$ cat config.mk
export PLATFORM = sky130hd
export DESIGN_NAME = serial_adder_ctrl_flat
export DESIGN_NICKNAME = d
export VERILOG_FILES = /design/src/rtl/serial_add_pkg.sv /design/src/rtl/serial_adder_ctrl_if.sv /design/src/rtl/serial_adder_ctrl_q1.sv /design/src/rtl/serial_adder_ctrl.sv /design/src/flat_wrapper.sv
export SDC_FILE = /design/constraint.sdc
export NUM_CORES = 1
export LEC_CHECK = 0
export BUFFER_PORTS_ARGS = -buffer_cell sky130_fd_sc_hd__buf_2
export CORE_MARGIN = 2
export CORE_UTILIZATION = 30
export CTS_CLUSTER_DIAMETER = 200
export DETAILED_ROUTE_END_ITERATION = 8
export HOLD_SLACK_MARGIN = 0.06
export REMOVE_ABC_BUFFERS = 1
export SYNTH_ARGS = -nofsm -noshare
export SYNTH_HDL_FRONTEND = slang
export SYNTH_SLANG_ARGS = --single-unit
$ cat constraint.sdc
create_clock -name clk -period 1.2 [get_ports clk]
set_input_delay 0.12 -clock clk [delete_from_list [all_inputs] [get_ports clk]]
set_output_delay 0.12 -clock clk [all_outputs]
set_load 0.01 [all_outputs]
$ cat src/rtl/serial_add_pkg.sv
// ============================================================================
// Module      : serial_add_pkg
// Description : Shared state encoding and default width for the serial adder.
// Revision    : 1.0 - initial release
// ============================================================================
`default_nettype none

package serial_add_pkg;

    localparam int SA_WIDTH_DEF = 8;

    typedef enum logic [1:0] {
        IDLE = 2'd0,
        RUN  = 2'd1,
        DONE = 2'd2
    } state_t;

endpackage

`default_nettype wire

$ cat src/rtl/serial_adder_ctrl_if.sv
// ============================================================================
// Module      : serial_adder_ctrl_if
// Description : Host-side request/result bundle for the serial adder.
// Revision    : 1.0 - initial release
// ============================================================================
`default_nettype none

interface serial_adder_ctrl_if #(
    parameter int WIDTH = serial_add_pkg::SA_WIDTH_DEF
);
    logic             start;
    logic [WIDTH-1:0] a_in;
    logic [WIDTH-1:0] b_in;
    logic             cin;
    logic             busy;
    logic             done;
    logic [WIDTH-1:0] sum;
    logic             cout;

    modport master (
        output start, a_in, b_in, cin,
        input  busy, done, sum, cout
    );

    modport slave (
        input  start, a_in, b_in, cin,
        output busy, done, sum, cout
    );
endinterface

`default_nettype wire

$ cat src/rtl/serial_adder_ctrl_q1.sv
// ============================================================================
// Module      : q1
// Description : One-bit full-adder cell shared by the serial adder datapath.
// Revision    : 1.0 - initial release
// ============================================================================
`default_nettype none

module q1 (
    output logic y0,
    output logic y1,
    input  logic a,
    input  logic b,
    input  logic c
);
    assign y0 = a ^ b ^ c;
    assign y1 = (a & b) | (a & c) | (b & c);
endmodule

`default_nettype wire

$ cat src/rtl/serial_adder_ctrl.sv
// ============================================================================
// Module      : serial_adder_ctrl
// Description : Bit-serial WIDTH-bit adder, LSB first, one q1 cell reused per bit.
// Revision    : 1.0 - initial release
// ============================================================================
`default_nettype none

module serial_adder_ctrl
    import serial_add_pkg::*;
#(
    parameter int WIDTH = SA_WIDTH_DEF
) (
    input  logic                clk,
    input  logic                rst,
    serial_adder_ctrl_if.slave  bus
);
    localparam int              c_cnt_w = ($clog2(WIDTH + 1) < 1) ? 1 : $clog2(WIDTH + 1);
    localparam logic [c_cnt_w-1:0] c_last = c_cnt_w'(WIDTH - 1);

    state_t             state_q;
    state_t             state_d;
    logic [WIDTH-1:0]   a_sh_q;
    logic [WIDTH-1:0]   b_sh_q;
    logic [WIDTH-1:0]   s_sh_q;
    logic               carry_q;
    logic [c_cnt_w-1:0] cnt_q;
    logic [WIDTH-1:0]   sum_q;
    logic               cout_q;

    logic               w_y0;
    logic               w_y1;
    logic [WIDTH-1:0]   w_sum_shift;

    q1 u_q1 (
        .y0 (w_y0),
        .y1 (w_y1),
        .a  (a_sh_q[0]),
        .b  (b_sh_q[0]),
        .c  (carry_q)
    );

    // New sum bit enters at the MSB; after WIDTH shifts bit 0 lands at the LSB.
    assign w_sum_shift = WIDTH'({w_y0, s_sh_q} >> 1);

    always_comb begin
        state_d = state_q;
        case (state_q)
            IDLE:    if (bus.start) state_d = RUN;
            RUN:     if (cnt_q == c_last) state_d = DONE;
            DONE:    state_d = IDLE;
            default: state_d = IDLE;
        endcase
    end

    always_ff @(posedge clk) begin
        if (rst) begin
            state_q <= IDLE;
            a_sh_q  <= '0;
            b_sh_q  <= '0;
            s_sh_q  <= '0;
            carry_q <= 1'b0;
            cnt_q   <= '0;
            sum_q   <= '0;
            cout_q  <= 1'b0;
        end else begin
            state_q <= state_d;
            case (state_q)
                IDLE: begin
                    if (bus.start) begin
                        a_sh_q  <= bus.a_in;
                        b_sh_q  <= bus.b_in;
                        carry_q <= bus.cin;
                        cnt_q   <= '0;
                    end
                end
                RUN: begin
                    a_sh_q  <= a_sh_q >> 1;
                    b_sh_q  <= b_sh_q >> 1;
                    s_sh_q  <= w_sum_shift;
                    carry_q <= w_y1;
                    cnt_q   <= cnt_q + c_cnt_w'(1);
                    if (cnt_q == c_last) begin
                        sum_q  <= w_sum_shift;
                        cout_q <= w_y1;
                    end
                end
                default: ;
            endcase
        end
    end

    assign bus.busy = (state_q != IDLE);
    assign bus.done = (state_q == DONE);
    assign bus.sum  = sum_q;
    assign bus.cout = cout_q;

endmodule

`default_nettype wire

$ cat src/flat_wrapper.sv
// flat-port wrapper written by rule: the top's interface ports become plain ports
module serial_adder_ctrl_flat import serial_add_pkg::*;
#(
    parameter int WIDTH = SA_WIDTH_DEF
)
  (clk, rst, bus_start, bus_a_in, bus_b_in, bus_cin, bus_busy, bus_done, bus_sum, bus_cout);
  serial_adder_ctrl_if #(.WIDTH(WIDTH)) bus_i ();
  input  logic clk;
  input  logic rst;
  input wire logic [$bits(bus_i.start)-1:0] bus_start;
  input wire logic [$bits(bus_i.a_in)-1:0] bus_a_in;
  input wire logic [$bits(bus_i.b_in)-1:0] bus_b_in;
  input wire logic [$bits(bus_i.cin)-1:0] bus_cin;
  output wire logic [$bits(bus_i.busy)-1:0] bus_busy;
  output wire logic [$bits(bus_i.done)-1:0] bus_done;
  output wire logic [$bits(bus_i.sum)-1:0] bus_sum;
  output wire logic [$bits(bus_i.cout)-1:0] bus_cout;
  assign bus_i.start = bus_start;
  assign bus_i.a_in = bus_a_in;
  assign bus_i.b_in = bus_b_in;
  assign bus_i.cin = bus_cin;
  assign bus_busy = bus_i.busy;
  assign bus_done = bus_i.done;
  assign bus_sum = bus_i.sum;
  assign bus_cout = bus_i.cout;
  serial_adder_ctrl #(.WIDTH(WIDTH)) u_core (.clk(clk), .rst(rst), .bus(bus_i));
endmodule
==> results.py, run 1 <==
metrics = {
    "final_layout": {
        "fin_cells": 355,
        "nets": 301,
        "post-route-util": 0.424,
        "syn_to_final_growth_pct": 36.2,
        "seq_area_um2": 792,
        "antenna_cells": 0,
        "multi_input_comb_area_um2": 978,
        "drive_gt1_frac": 0.396,
        "fillers": 604,
    },
    "logic_synthesis": {
        "synthCells": 227,
        "ys_seq_area_frac": 0.423,
        "yosysMostFrequentCell": "a21oi_1",
        "netlist.area_leader.share": 0.423,
        "ys_ff_latch": 39,
        "synth_top_cells_by_count": "45 x a21oi_1, 39 x dfxtp_1, 26 x nor2_1",
        "synth-edff-count": 0,
        "ys_warn_count": 0,
        "synth_cell_types": 29,
        "ys.flop_type": "dfxtp_1",
        "synth_area_per_cell_um2": 8.12,
        "synthArstFlopShare": 0,
        "synth.largest_area_cell": "dfxtp_1",
        "yosys-top-cells-area": "dfxtp_1 42%, a21oi_1 12%, o221a_2 9.2%, nor2_1 5.3%, nand2_1 3.9%",
        "synth_area_um2": 1840,
    },
    "drt": {
        "via_per_inst": 4.94,
        "drt_iter0_markers": 132,
        "drc": 0,
        "ant_nets": 0,
        "routed_wirelength_um": 4770,
        "wl_per_cell_um": 13.4,
        "first_pass_iters": 4,
        "via_count": 1755,
    },
    "setup_path": {
        "reg2reg_depth": 4,
        "regToRegSetupSlack_ns": -0.03,
        "startpoint_type": "register",
        "cp_max_fo": 4,
        "crit_start": "u_core.cnt_q[0]$_SDFFE_PP0P_",
        "r2r_end": "u_core.state_q[0]$_SDFFE_PP0P_",
        "cp_data_arrival_time_ns": 1.42,
        "end_kind": "register",
        "required_ns": 1.39,
        "worstReg2RegStart": "u_core.cnt_q[0]$_SDFFE_PP0P_",
        "endpoint": "u_core.state_q[0]$_SDFFE_PP0P_",
        "path_class": "register to register",
    },
    "global_routing": {
        "grt_usage": 0.144,
        "grt_max_degree": 28,
        "grt_pass1_vias": 1596,
        "grt_pass1_wl_um": 7460,
        "antenna_found_initial": 0,
        "overflow": 0,
    },
    "job": {
        "max_cap_violations": 0,
    },
    "floorplan": {
        "io_pins": 31,
        "die_h_um": 82.4,
        "start_util": 0.311,
        "die-area_um2": 6790,
        "die_x_um": 82.4,
        "core_um2": 5920,
        "std_cell_rows": 28,
    },
    "clock_tree": {
        "cts_root_buffer": "clkbuf_8",
        "cts_tree": "done",
        "numCtsBuffers": 5,
        "clk_path_buf_depth": 2,
        "cts.sinks": 39,
        "h-tree-depth": 2,
        "clock_latency_ns": 0.29,
        "clkSlewWorstSetupHoldPaths_ns": 0.07,
        "cts_hold_buf": 0,
    },
    "min_path": {
        "worstHoldStart": "bus_a_in[7]",
        "holdCritPathClass": "primary input to register",
    },
    "sta": {
        "hold_ws_ns": 0.104,
        "finalMaxSlewViolations": 0,
        "finalSetupViolations": 2,
        "fin_tns_setup_ns": -0.0664,
        "fmax_mhz": 810,
        "hold_viol": 0,
        "period_minus_slack_ns": 1.23,
        "finalWorstSetupSlack_ns": -0.0350,
        "skew_ns": 0.00725,
        "worstMarginPinSlew_ns": 0.555,
        "fin_crit_sh": 1.03,
        "slew_headroom": 0.630,
        "rsz0062_at_grt": "yes",
    },
    "placed_design": {
        "dp_slack_ns": -0.00792,
        "numPortBuffers": 30,
        "dp.cells": 337,
        "finalWeightedCongestion": 0.695,
        "dp_hpwl_um": 2990,
    },
    "power": {
        "powerDensity_nw_per_um2": 1120,
        "ir_drop_v": 0.000522,
        "static-leakage-power_uw": 0.00103,
    },
    "outcome": {
        "violations": "setup timing",
        "status": "finished, violations left",
    },
}
==> per-stage QoR <==
step	power, uW	area, um2
after floorplan	1620	1740
after global placement	1800	2220
after detailed placement	1810	2220
after CTS	2800	2380
after global routing	2960	2510
final	2820	2510
==> report_power, final <==
group | leakage [uW] | total, uW | switching, uW | internal, uW
clock | 0.0000515 | 977 | 452 | 525
combinational | 0.000660 | 437 | 208 | 229
sequential | 0.000322 | 1400 | 49.1 | 1350
==> registers in the layout, summed over array words and instances, names as in the netlist <==
register         cells
u_core.a_sh_q        8
u_core.b_sh_q        8
u_core.bus.cout      1
u_core.bus.sum       8
u_core.carry_q       1
u_core.cnt_q         4
u_core.s_sh_q        7
u_core.state_q       2
==> cells by family (layout without fill, tap and decap cells) <==
group                      Yosys count  after routing  share of synthesized area
muxes                                1              1                    0.00543
adders and majority gates            2              2                     0.0176
AOI/OAI and AO/OA                   79             79                      0.290
buffers and inverters               36             89                     0.0875
DFF                                 39             39                      0.423
and+or+nand+nor                     70             70                      0.176
==> how the worst min path moves through the flow <==
stage                                    endpoint  slack, ns  cells after the start
floorplan            u_core.bus.cout$_SDFFE_PP0P_       0.19                      1
global placement    u_core.a_sh_q[7]$_SDFFE_PP0P_       0.40                      3
detailed placement  u_core.b_sh_q[7]$_SDFFE_PP0P_       0.41                      3
CTS                 u_core.b_sh_q[7]$_SDFFE_PP0P_       0.10                      3
global route        u_core.b_sh_q[7]$_SDFFE_PP0P_       0.10                      3
finish              u_core.a_sh_q[7]$_SDFFE_PP0P_       0.10                      3
==> worst max-delay path: stages (launching register included) <==
cell      delay, ns
dfxtp_2        0.32
ha_2           0.18
and3b_2        0.22
buf_4          0.15
a211oi_1       0.26
==> area by class of cell <==
cell class / count / share of cell area
multi-input combinational: 152 / 0.390
sequential: 39 / 0.315
timing repair buffer: 66 / 0.195
clock buffer: 8 / 0.0399
tap: 75 / 0.0374
inverter: 15 / 0.0224
==> layer usage <==
| layer | vias up | wire [um] | track usage |
|---|---|---|---|
| met4 | 0 | 34 | 0.0350 |
| met1 | 822 | 2400 | 0.205 |
| met2 | 24 | 2150 | 0.215 |
| met5 | - | 0 | 0 |
| met3 | 4 | 178 | 0.0380 |
| li1 | 905 | - | - |
==> repair_timing <==
item                       in CTS  in global routing
resized for setup               9                 25
pin swaps                       0                  5
setup buffers                   5                  4
cloned                          0                  1
setup endpoints to repair       9                 20
==> cell usage in the layout (no fill, tap or decap), types with 11 or more instances in the layout <==
master	n
a21oi_1	45
buf_2	29
buf_4	26
dfxtp_1	34
inv_1	15
nand2_1	19
nand3_1	11
nor2_1	26
o221a_2	15
(Power assumes the default switching activity.)
==> inputs of run 2 (changes only) <==
--- a/config.mk
+++ b/config.mk
@@ -11,6 +11,7 @@
 export CTS_CLUSTER_DIAMETER = 200
 export DETAILED_ROUTE_END_ITERATION = 8
 export HOLD_SLACK_MARGIN = 0.06
+export MAX_ROUTING_LAYER = met4
 export REMOVE_ABC_BUFFERS = 1
 export SYNTH_ARGS = -nofsm -noshare
 export SYNTH_HDL_FRONTEND = slang
==> results.py, run 2 (synthesized netlist as in run 1, its figures left out) <==
metrics = {
    "outcome": {
        "status": "finished, violations left",
        "violations": "setup timing",
    },
    "drt": {
        "first_pass_iters": 4,
        "drt_iter0_markers": 133,
        "via_count": 1760,
        "ant_nets": 0,
        "via_per_inst": 4.96,
        "wl_per_cell_um": 13.5,
        "routed_wirelength_um": 4780,
        "drc": 0,
    },
    "min_path": {
        "hold_depth": 3,
        "hold_end": "u_core.a_sh_q[7]$_SDFFE_PP0P_",
        "worstHoldStart": "bus_a_in[7]",
        "holdCritPathClass": "primary input to register",
    },
    "power": {
        "power_uw": 2820,
        "ir_drop_v": 0.000522,
        "static-leakage-power_uw": 0.00103,
        "powerDensity_nw_per_um2": 1120,
    },
    "setup_path": {
        "cp_data_arrival_time_ns": 1.11,
        "worstReg2RegStart": "u_core.cnt_q[0]$_SDFFE_PP0P_",
        "cp_common_cell": "buf_6",
        "cp_cell_sequence": "buf_6 -> or2_4 -> buf_6",
        "end_kind": "primary output",
        "critPathSlowestCell": "dfxtp_4",
        "startpoint_type": "register",
        "cp_max_fo": 5,
        "max_stage_delay_ns": 0.35,
        "path_buf_inv": 2,
        "regToRegSetupSlack_ns": -0.02,
        "required_ns": 1.08,
        "r2r_end": "u_core.state_q[0]$_SDFFE_PP0P_",
        "reg2reg_depth": 4,
        "path_delay_family": "flip-flops",
        "path_class": "register to primary output",
    },
    "clock_tree": {
        "cts.sinks": 39,
        "h-tree-depth": 2,
        "numCtsBuffers": 5,
        "clk_path_buf_depth": 2,
        "cts_tree": "done",
        "cts_root_buffer": "clkbuf_8",
        "clkSlewWorstSetupHoldPaths_ns": 0.07,
        "clock_latency_ns": 0.29,
    },
    "sta": {
        "slew_headroom": 0.639,
        "finalSetupViolations": 3,
        "finalWorstSetupSlack_ns": -0.0316,
        "fin_tns_setup_ns": -0.0568,
        "fmax_mhz": 812,
        "hold_viol": 0,
        "finalMaxSlewViolations": 0,
        "skew_ns": 0.00688,
        "rsz0062_at_grt": "yes",
        "period_minus_slack_ns": 1.23,
        "fin_crit_sh": 1.03,
        "worstMarginPinSlew_ns": 0.541,
    },
    "final_layout": {
        "post-route-util": 0.424,
        "drive_gt1_frac": 0.396,
        "antenna_cells": 0,
        "seq_area_um2": 792,
        "final_cell_mix": "45 x a21oi_1, 34 x dfxtp_1, 29 x buf_2",
        "nets": 301,
        "fillers": 604,
        "multi_input_comb_area_um2": 978,
        "syn_to_final_growth_pct": 36.2,
        "layout_commonest_cell": "a21oi_1",
        "fin_cells": 355,
    },
    "global_routing": {
        "grt_pass1_wl_um": 7470,
        "overflow": 0,
        "antenna_found_initial": 0,
        "grt_max_degree": 28,
        "grt_usage": 0.148,
        "grt_pass1_vias": 1591,
    },
    "floorplan": {
        "std_cell_rows": 28,
        "die-area_um2": 6790,
        "die_h_um": 82.4,
        "start_util": 0.311,
        "io_pins": 31,
        "die_x_um": 82.4,
        "core_um2": 5920,
    },
    "placed_design": {
        "dp_hpwl_um": 2990,
        "numPortBuffers": 30,
        "finalWeightedCongestion": 0.702,
        "dp_slack_ns": -0.00792,
        "dp.cells": 337,
    },
    "job": {
        "max_cap_violations": 0,
    },
}
-- run 2: area by class of cell --
type                            instances  area share
Inverter                               15      0.0224
Clock buffer                            8      0.0399
Multi-Input combinational cell        152       0.390
Tap cell                               75      0.0374
Sequential cell                        39       0.315
Timing Repair Buffer                   66       0.195
-- run 2: worst max-delay path by stage --
stage | start | slack (ns) | cells past startpoint | end
after floorplan | u_core.state_q[0]$_SDFFE_PP0P_ | -0.61 | 3 | u_core.cnt_q[2]$_SDFFE_PP0P_
after global placement | u_core.state_q[0]$_SDFFE_PP0P_ | 0.02 | 4 | u_core.cnt_q[2]$_SDFFE_PP0P_
after detailed placement | u_core.state_q[0]$_SDFFE_PP0P_ | -0.008 | 4 | u_core.cnt_q[2]$_SDFFE_PP0P_
after CTS | u_core.state_q[0]$_SDFFE_PP0P_ | -0.04 | 3 | bus_busy
after global routing | u_core.cnt_q[0]$_SDFFE_PP0P_ | -0.08 | 5 | u_core.bus.sum[7]$_SDFFE_PP0P_
final | u_core.state_q[0]$_SDFFE_PP0P_ | -0.03 | 3 | bus_busy
-- run 2: what timing repair did --
action | 4_1_cts | 5_1_grt
gates cloned | 0 | 1
setup buffers | 5 | 4
hold buffers | 0 | 0
pin swaps | 0 | 5
gates resized for setup | 9 | 25
endpoints found under the setup margin | 9 | 20
-- run 2: through the flow --
stage	instance area [um2]	hold WS, ns
final	2510	0.104
after global routing	2510	0.102
after CTS	2380	0.104
after detailed placement	2220	0.408
after global placement	2220	0.404
after floorplan	1740	0.189
-- run 2: tightest hold or removal path, cell delays in order --
cell	delay [ns]
buf_2	0.08
a21oi_1	0.06
o22ai_2	0.10
-- run 2: power by group --
part           switching, uW  leakage (uW)  total, uW  internal [uW]
clock network            456     0.0000515        980            525
logic                    207      0.000660        436            228
registers               49.1      0.000322       1400           1350
total                    712       0.00103       2820           2110
-- run 2: per-layer routing --
metal | routed length (um) | global-route usage
met4 | 34 | 0.0350
met3 | 191 | 0.0380
met2 | 2170 | 0.215
met1 | 2380 | 0.206
met5 | 0 | -
==> inputs of run 3 (changes only) <==
--- a/config.mk
+++ b/config.mk
@@ -5,7 +5,7 @@
 export SDC_FILE = /design/constraint.sdc
 export NUM_CORES = 1
 export LEC_CHECK = 0
-export BUFFER_PORTS_ARGS = -buffer_cell sky130_fd_sc_hd__buf_2
+export BUFFER_PORTS_ARGS = -buffer_cell sky130_fd_sc_hd__clkbuf_2
 export CORE_MARGIN = 2
 export CORE_UTILIZATION = 30
 export CTS_CLUSTER_DIAMETER = 200
==> results.py, run 3 (synthesized netlist as in run 1, its figures left out) <==
metrics = {
    "drt": {
        "via_per_inst": 5.06,
        "routed_wirelength_um": 4670,
        "drt_iter0_markers": 104,
        "ant_nets": 0,
        "drc": 0,
        "wl_per_cell_um": 13.3,
        "via_count": 1776,
        "first_pass_iters": 4,
    },
    "sta": {
        "finalSetupViolations": 9,
        "fin_crit_sh": 1.03,
        "skew_ns": 0.00689,
        "period_minus_slack_ns": 1.24,
        "hold_ws_ns": 0.108,
        "slew_headroom": 0.834,
        "fin_tns_setup_ns": -0.163,
        "fmax_mhz": 808,
        "worstMarginPinSlew_ns": 0.249,
        "hold_viol": 0,
        "rsz0062_at_grt": "yes",
        "finalWorstSetupSlack_ns": -0.0374,
        "finalMaxSlewViolations": 0,
    },
    "final_layout": {
        "layout_commonest_cell": "a21oi_1",
        "syn_to_final_growth_pct": 39.8,
        "antenna_cells": 0,
        "final_cell_mix": "43 x a21oi_1, 35 x dfxtp_1, 29 x clkbuf_2",
        "design_area_um2": 2580,
        "drive_gt1_frac": 0.406,
        "nets": 297,
    },
    "placed_design": {
        "place_area_um2": 2230,
        "numPortBuffers": 30,
        "dp_hpwl_um": 3020,
        "finalWeightedCongestion": 0.734,
    },
    "clock_tree": {
        "clock_latency_ns": 0.29,
        "cts_root_buffer": "clkbuf_8",
        "cts_tree": "done",
        "cts.sinks": 39,
        "clkSlewWorstSetupHoldPaths_ns": 0.07,
        "h-tree-depth": 2,
        "clk_path_buf_depth": 2,
        "cts_hold_buf": 0,
        "numCtsBuffers": 5,
    },
    "setup_path": {
        "cp_data_arrival_time_ns": 1.12,
        "r2r_end": "u_core.bus.sum[7]$_SDFFE_PP0P_",
        "path_buf_inv": 2,
        "cp.depth": 3,
        "cp_max_fo": 3,
        "end_kind": "primary output",
        "regToRegSetupSlack_ns": -0.03,
        "max_stage_delay_ns": 0.36,
        "path_delay_family": "flip-flops",
        "reg2reg_depth": 5,
        "cp_cell_sequence": "buf_12 -> or2_4 -> clkbuf_2",
        "required_ns": 1.08,
        "startpoint_type": "register",
        "path_class": "register to primary output",
        "worstReg2RegStart": "u_core.state_q[1]$_SDFFE_PP0P_",
        "critPathSlowestCell": "dfxtp_4",
    },
    "floorplan": {
        "std_cell_rows": 28,
        "die_x_um": 82.4,
        "core_um2": 5920,
        "start_util": 0.311,
        "die_h_um": 82.4,
        "io_pins": 31,
        "die-area_um2": 6790,
    },
    "power": {
        "power_uw": 2960,
        "ir_drop_v": 0.000506,
        "static-leakage-power_uw": 0.00103,
        "powerDensity_nw_per_um2": 1150,
    },
    "global_routing": {
        "grt_max_degree": 23,
        "antenna_found_initial": 0,
        "grt_pass1_wl_um": 7820,
        "grt_pass1_vias": 1666,
        "overflow": 0,
        "grt_usage": 0.154,
    },
    "min_path": {
        "holdCritPathClass": "primary input to register",
        "hold_end": "u_core.a_sh_q[7]$_SDFFE_PP0P_",
        "hold_depth": 3,
        "worstHoldStart": "bus_a_in[7]",
    },
    "outcome": {
        "status": "finished, violations left",
        "violations": "setup timing",
    },
    "job": {
        "max_cap_violations": 0,
    },
}
-- run 3: cell count changes in the layout (fill, tap and decap cells not counted), moves of 3 or more --
| cell | change |
|---|---|
| nor2_1 | -3 |
| o31ai_4 | +6 |
| buf_2 | -28 |
| buf_4 | -6 |
| o31ai_2 | -5 |
| clkbuf_2 | +29 |
-- run 3: worst max path at each step --
stage | from | end | slack, ns
floorplan | u_core.state_q[0]$_SDFFE_PP0P_ | u_core.cnt_q[2]$_SDFFE_PP0P_ | -0.61
global placement | u_core.state_q[1]$_SDFFE_PP0P_ | u_core.b_sh_q[4]$_SDFFE_PP0P_ | 0.02
detailed placement | u_core.cnt_q[0]$_SDFFE_PP0P_ | u_core.state_q[0]$_SDFFE_PP0P_ | -0.03
CTS | u_core.state_q[0]$_SDFFE_PP0P_ | bus_busy | -0.05
global route | u_core.state_q[0]$_SDFFE_PP0P_ | bus_busy | -0.08
finish | u_core.state_q[0]$_SDFFE_PP0P_ | bus_busy | -0.04
-- run 3: stage by stage --
step / utilization / setup slack (ns) / std cells
after floorplan: - / -0.605 / 206
after global placement: 0.377 / 0.0174 / 339
after detailed placement: 0.377 / -0.0267 / 339
after CTS: 0.418 / -0.0514 / 351
after global routing: 0.436 / -0.0760 / 351
final: 0.436 / -0.0374 / 351
-- run 3: routing by layer --
| metal | vias up | GRT usage | wire [um] |
|---|---|---|---|
| met5 | - | - | 0 |
| met2 | 35 | 0.242 | 2160 |
| li1 | 892 | - | - |
| met1 | 843 | 0.197 | 2280 |
| met4 | 0 | 0.0550 | 56 |
| met3 | 6 | 0.0304 | 174 |
-- run 3: layout make-up --
cell class / instances / area, um2
fill: 590 / 3340
multi-input combinational: 152 / 1050
sequential: 39 / 791
timing repair buffer: 62 / 469
tap: 75 / 93.8
clock buffer: 6 / 82.6
inverter: 15 / 56.3
clock inverter: 2 / 35.0
-- run 3: power by group --
group / internal [uW] / switching [uW] / total (uW)
Clock: 673 / 465 / 1140
Sequential: 1350 / 48.2 / 1400
Combinational: 219 / 208 / 427
-- run 3: timing repair --
action,in CTS,in global routing
setup endpoints to repair,8,37
resized for setup,23,24
buffers inserted,4,0
pin swaps,8,7
-- run 3: worst min-delay path, stage by stage --
cell,delay [ns]
clkbuf_2,0.08
a21oi_1,0.05
o22ai_1,0.10
